--- config.mk ---
export PLATFORM = sky130hd
export DESIGN_NAME = decodeshift_chain
export DESIGN_NICKNAME = d
export VERILOG_FILES = /design/src/rtl/decodeshift_chain.sv
export SDC_FILE = /design/constraint.sdc
export NUM_CORES = 1
export LEC_CHECK = 0
export ABC_AREA = 1
export ABC_CLOCK_PERIOD_IN_PS = 2900
export BUFFER_PORTS_ARGS = -buffer_cell sky130_fd_sc_hd__buf_2
export CAP_MARGIN = 40
export CORE_MARGIN = 2
export CORE_UTILIZATION = 50
export DETAILED_ROUTE_END_ITERATION = 6
export HOLD_SLACK_MARGIN = 0.02
export PLACE_DENSITY = 0.77
export SYNTH_ARGS = -nofsm -noshare
export SYNTH_HDL_FRONTEND = slang
export SYNTH_SLANG_ARGS = --single-unit
--- constraint.sdc ---
create_clock -name clk -period 2.9 [get_ports clk]
set_clock_uncertainty 0.15 [all_clocks]
set_input_delay 0.58 -clock clk [delete_from_list [all_inputs] [get_ports clk]]
set_output_delay 0.58 -clock clk [all_outputs]
set_load 0.02 [all_outputs]
--- src/rtl/decodeshift_chain.sv ---
// -----------------------------------------------------------------------------
// decodeshift_chain
//
// Purpose:
//   On a trigger, takes a snapshot of a packed counter value of NUM_DIGITS
//   nibbles plus per-digit decimal points. Each nibble is decoded to a
//   seven-segment byte {dp,g,f,e,d,c,b,a}. The bytes are then shifted
//   serially, most significant digit first and MSB (dp) first, into an
//   external chain of 74HC595-style shift registers. The block generates its
//   own shift clock and latch strobe.
//
// Parameters:
//   NUM_DIGITS  number of nibbles / display digits (1..8)
//   CLK_DIV     clk cycles per shiftClk half period (1..255)
//
// Optional build macro:
//   DECODESHIFT_LZ_BLANK_EN  when defined, digits above the highest nonzero
//                            nibble decode to a blank pattern. The dp bit is
//                            kept on blanked digits, and digit 0 is never
//                            blanked. Timing is the same in both builds.
//
// Ports:
//   clk       system clock, rising edge
//   reset     asynchronous, active-low reset
//   cnt_in    counter value, nibble 0 = least significant digit
//   dp_in     decimal-point enable per digit, captured with cnt_in
//   trigger   start request, level-sampled while idle
//   segOut    byte of the digit currently being shifted (held when idle)
//   shiftOut  serial data to the register chain
//   shiftClk  serial clock, external register samples on its rising edge
//   latchOut  storage-register strobe, active-high, CLK_DIV cycles long
//   busy      high from the LOAD cycle through the end of LATCH
//   done      one-cycle pulse on the edge where busy falls
// -----------------------------------------------------------------------------
module decodeshift_chain #(
  parameter int NUM_DIGITS = 6,
  parameter int CLK_DIV    = 1
) (
  input  logic                    clk,
  input  logic                    reset,
  input  logic [4*NUM_DIGITS-1:0] cnt_in,
  input  logic [NUM_DIGITS-1:0]   dp_in,
  input  logic                    trigger,
  output logic [7:0]              segOut,
  output logic                    shiftOut,
  output logic                    shiftClk,
  output logic                    latchOut,
  output logic                    busy,
  output logic                    done
);

  localparam int                 DIG_W      = (NUM_DIGITS > 1) ? $clog2(NUM_DIGITS) : 1;
  localparam logic [DIG_W-1:0]   LAST_DIGIT = DIG_W'(NUM_DIGITS - 1);
  localparam logic [7:0]         DIV_LAST   = 8'(CLK_DIV - 1);

  typedef enum logic [1:0] {
    ST_IDLE,
    ST_LOAD,
    ST_SHIFT,
    ST_LATCH
  } state_t;

  state_t                  state_reg;
  logic [4*NUM_DIGITS-1:0] cnt_snap_reg;
  logic [NUM_DIGITS-1:0]   dp_snap_reg;
  logic [DIG_W-1:0]        digit_reg;
  logic [2:0]              bit_reg;
  logic [7:0]              div_reg;
  logic [7:0]              shift_data_reg;
  logic [7:0]              seg_reg;
  logic                    sclk_reg;
  logic                    latch_reg;
  logic                    busy_reg;
  logic                    done_reg;

  // Decoded byte for every digit of the snapshot.
  logic [7:0]              dig_byte [NUM_DIGITS];
  logic [DIG_W-1:0]        next_digit;
  logic [7:0]              load_byte;

  function automatic logic [6:0] seg7(input logic [3:0] v);
    logic [6:0] s;
    case (v)
      4'h0:    s = 7'h3F;
      4'h1:    s = 7'h06;
      4'h2:    s = 7'h5B;
      4'h3:    s = 7'h4F;
      4'h4:    s = 7'h66;
      4'h5:    s = 7'h6D;
      4'h6:    s = 7'h7D;
      4'h7:    s = 7'h07;
      4'h8:    s = 7'h7F;
      4'h9:    s = 7'h6F;
      4'hA:    s = 7'h77;
      4'hB:    s = 7'h7C;
      4'hC:    s = 7'h39;
      4'hD:    s = 7'h5E;
      4'hE:    s = 7'h79;
      default: s = 7'h71;
    endcase
    return s;
  endfunction

`ifdef DECODESHIFT_LZ_BLANK_EN
  // upper_zero[i] is high when nibble i and every nibble above it are zero.
  // Bit NUM_DIGITS is the "nothing above the top digit" seed.
  logic [NUM_DIGITS:1] upper_zero;
  assign upper_zero[NUM_DIGITS] = 1'b1;
`endif

  genvar gi;
  generate
    for (gi = 0; gi < NUM_DIGITS; gi++) begin : g_digit
      logic [3:0] nib;
      logic [6:0] seg;
      assign nib = cnt_snap_reg[4*gi +: 4];
`ifdef DECODESHIFT_LZ_BLANK_EN
      if (gi == 0) begin : g_keep
        // The units digit always shows, so an all-zero value reads "0".
        assign seg = seg7(nib);
      end else begin : g_blank
        assign upper_zero[gi] = upper_zero[gi+1] & (nib == 4'h0);
        assign seg            = upper_zero[gi] ? 7'h00 : seg7(nib);
      end
`else
      assign seg = seg7(nib);
`endif
      assign dig_byte[gi] = {dp_snap_reg[gi], seg};
    end
  endgenerate

  // Byte to load next: the top digit when leaving LOAD, otherwise the digit
  // below the one that just finished.
  always_comb begin
    next_digit = digit_reg - 1'b1;
    load_byte  = (state_reg == ST_LOAD) ? dig_byte[LAST_DIGIT] : dig_byte[next_digit];
  end

  always_ff @(posedge clk or negedge reset) begin
    if (!reset) begin
      state_reg      <= ST_IDLE;
      cnt_snap_reg   <= '0;
      dp_snap_reg    <= '0;
      digit_reg      <= '0;
      bit_reg        <= '0;
      div_reg        <= '0;
      shift_data_reg <= '0;
      seg_reg        <= '0;
      sclk_reg       <= 1'b0;
      latch_reg      <= 1'b0;
      busy_reg       <= 1'b0;
      done_reg       <= 1'b0;
    end else begin
      done_reg <= 1'b0;
      case (state_reg)
        ST_IDLE: begin
          if (trigger) begin
            cnt_snap_reg <= cnt_in;
            dp_snap_reg  <= dp_in;
            busy_reg     <= 1'b1;
            state_reg    <= ST_LOAD;
          end
        end

        ST_LOAD: begin
          digit_reg      <= LAST_DIGIT;
          bit_reg        <= 3'd7;
          shift_data_reg <= load_byte;
          seg_reg        <= load_byte;
          div_reg        <= '0;
          sclk_reg       <= 1'b0;
          state_reg      <= ST_SHIFT;
        end

        ST_SHIFT: begin
          if (div_reg == DIV_LAST) begin
            div_reg <= '0;
            if (!sclk_reg) begin
              sclk_reg <= 1'b1;
            end else begin
              // Falling edge: present the next bit, move to the next digit,
              // or finish and strobe the latch.
              sclk_reg <= 1'b0;
              if (bit_reg != 3'd0) begin
                bit_reg        <= bit_reg - 3'd1;
                shift_data_reg <= {shift_data_reg[6:0], 1'b0};
              end else if (digit_reg != '0) begin
                digit_reg      <= next_digit;
                bit_reg        <= 3'd7;
                shift_data_reg <= load_byte;
                seg_reg        <= load_byte;
              end else begin
                latch_reg <= 1'b1;
                state_reg <= ST_LATCH;
              end
            end
          end else begin
            div_reg <= div_reg + 8'd1;
          end
        end

        ST_LATCH: begin
          if (div_reg == DIV_LAST) begin
            div_reg   <= '0;
            latch_reg <= 1'b0;
            busy_reg  <= 1'b0;
            done_reg  <= 1'b1;
            state_reg <= ST_IDLE;
          end else begin
            div_reg <= div_reg + 8'd1;
          end
        end

        default: state_reg <= ST_IDLE;
      endcase
    end
  end

  assign segOut   = seg_reg;
  assign shiftOut = shift_data_reg[7];
  assign shiftClk = sclk_reg;
  assign latchOut = latch_reg;
  assign busy     = busy_reg;
  assign done     = done_reg;

endmodule

==> flow_metrics.tcl <==
set metrics [dict create \
    overflow 0 \
    p_per_area_nw_per_um2 1242 \
    p_leak_nw 2.878 \
    rsz0062_at_grt "no" \
    post-dp-hpwl_um 8579 \
    die_area_um2 10700 \
    die_x_um 103.4 \
    die_h_um 103.4 \
    largest_reg_flops 24 \
    cap_violations 0 \
    syn_to_final_growth_pct 11.16 \
    finalSetupViolations 0 \
    cts_tree "done" \
    synth_common_cells "nand2_1, nand3_1, inv_1, dfrtp_1, nor2_1" \
    path_clk_slew_ns 0.07 \
    root_buffer "clkbuf_8" \
    worst_pin_slew_ns 0.7194 \
    synth_area_leaders "dfrtp_1, nand2_1, ha_1" \
    synth_area_um2 4943 \
    drc 0 \
    synth_cell_types 37 \
    highest_layer "met4" \
    synth_edf_count 0 \
    antenna_found_initial 0 \
    grt_use_total_pct 22.86 \
    grt_pass1_vias 4232 \
    met2_wirelength_um 5279 \
    cts.repair.resized 0 \
    start_util_pct 51.05 \
    hold_viol_final 0 \
    ctsLongestPathBuffers 2 \
    postSynthCellCount 694 \
    async_flop_share_pct 100.0 \
    core_um2 9684 \
    ant_nets 0 \
    finalNetCount 817 \
    ys_seq_area_share_pct 33.41 \
    setup_tns_ns 0 \
    routed_wl_um 11470 \
    utilization_pct 56.74 \
    clock-sinks 66 \
    relSlewSlack_pct 52.04 \
    drv_slew 0 \
    numCtsBuffers 9 \
    p_total_mw 6.827 \
    grt_max_degree 37 \
    dr.pass1.iters 6 \
    max_clock_freq_ghz 0.4273 \
    max-vdd-ir-drop_uv 431.0 \
    ioPinCount 46 \
    required_ns 2.98 \
    drt_iter0_drc 239 \
    synth.most_common_cell "nand2_1" \
    critPathKind "flip-flop to flip-flop" \
    status "finished clean" \
    grt_pass1_wl_um 19400 \
    route.met3.wl_um 711 \
    wl_met1_um 5255 \
    final.period_utilization_pct 80.70 \
    startpoint_type "flip-flop" \
    syn_nets 779 \
    gp_congestion 0.9565 \
    holdWs_ns 0.1297 \
    viasPerCell 5.370 \
    min_path_type "input pin to async pin" \
    postCtsSetupRepairBufs 0 \
    drive_above_1_share_pct 13.03 \
    rows 36 \
    synth_seq_cells 66 \
    antenna_cells 0 \
    synth_top_area_cell "dfrtp_1" \
    holdBufCountCts 0 \
    htreeDepth 3 \
    avgSynthCellArea_um2 7.123 \
    synth_warnings 0 \
    fin_crit_ns 2.340 \
    worst-path-max-fanout 24 \
    clk_latency_ns 0.35 \
    endpoint_kind "flip-flop" \
    synth_top_area_share_pct 33.41 \
    io_buffer_count 45 \
    num_vias 4672 \
    wl_per_cell_um 13.18 \
    cp.arrival_ns 2.42 \
    ys.flop_type "dfrtp_1" \
]
worst max-delay path, stage by stage (launching register included):
cell,delay (ns)
dfrtp_1,0.42
inv_1,0.13
ha_1,0.34
nand2_1,0.31
inv_1,0.25
nor2_2,0.08
nand2_4,0.22
inv_1,0.14
nand3_1,0.13
nand2_1,0.05
area by class of cell:
type,count,area (µm²)
Clock buffer,10,137.6
Clock inverter,6,113.9
Fill cell,898,4189
Inverter,80,305.3
Multi-Input combinational cell,524,2838
Sequential cell,66,1652
Tap cell,133,166.4
Timing Repair Buffer,51,282.8
kinds of logic after synthesis:
family,Yosys count,synth area share (%)
simple gates,360,31.46
buf+inv,104,9.238
compound gates,107,11.64
xor+xnor,1,0.1772
fa+ha+maj,52,13.16
flops,66,33.41
mux,4,0.9111
final timing paths:
kind                            cells after the start                       endpoint                     start  slack [ns]
worst max-delay path                                9          segOut[2]$_DFFE_PN0P_  state_reg[0]$_DFFE_PN0P_        0.56
worst min-delay path                                1   cnt_snap_reg[11]$_DFFE_PN0P_                     reset        0.13
worst max register to register                      9          segOut[2]$_DFFE_PN0P_  state_reg[0]$_DFFE_PN0P_        0.56
worst min register to register                      2          segOut[2]$_DFFE_PN0P_     segOut[2]$_DFFE_PN0P_        0.34
max in group asynchronous                           2  shift_data_reg[5]$_DFFE_PN0P_                     reset        1.83
min in group clk                                    2     dp_snap_reg[1]$_DFFE_PN0P_                  dp_in[1]        0.31
where the power goes:
part           switching (mW)  total, mW  internal [mW]
logic                    2.72       4.11           1.39
registers               0.411       1.73           1.32
clock network           0.387      0.983          0.596
metrics by stage:
step | area, µm² | std cells | setup WS [ns]
2_1_floorplan | 4943 | 694 | 0.9913
3_3_place_gp | 5244 | 854 | 0.6348
3_5_place_dp | 5244 | 854 | 0.5587
4_1_cts | 5495 | 870 | 0.5362
5_1_grt | 5495 | 870 | 0.3435
6_report | 5495 | 870 | 0.5597
routing by layer:
metal | GRT usage [%] | vias up
met5 | 0 | -
met1 | 31.83 | 2157
met4 | 7.591 | 0
li1 | - | 2312
met3 | 4.099 | 23
met2 | 36.08 | 180
cells in the final DEF, fill, tap and decap left out, types with 2 or more instances in the layout:
| cell | synthesis | layout |
|---|---|---|
| clkinv_4 | 1 | 2 |
| ha_1 | 52 | 52 |
| dfrtp_1 | 66 | 66 |
| and2_1 | 2 | 2 |
| nand4_1 | 6 | 6 |
| nand2_4 | 3 | 3 |
| o21ai_0 | 38 | 38 |
| nor2_2 | 3 | 3 |
| buf_2 | 9 | 45 |
| o21ai_1 | 10 | 10 |
| inv_2 | 8 | 8 |
| nor3_2 | 4 | 4 |
| clkinvlp_4 | 0 | 2 |
| bufinv_16 | 0 | 3 |
| o211ai_1 | 5 | 5 |
| inv_1 | 71 | 71 |
| clkbuf_8 | 0 | 10 |
| o22ai_1 | 2 | 2 |
| mux2_2 | 4 | 4 |
| nor2_1 | 58 | 58 |
| buf_4 | 3 | 5 |
| a21oi_1 | 47 | 47 |
| nand2_1 | 192 | 191 |
| nand3_1 | 83 | 83 |
| nor3_1 | 4 | 4 |
| nand2_2 | 1 | 2 |
Power figures use the tool's default switching activity.
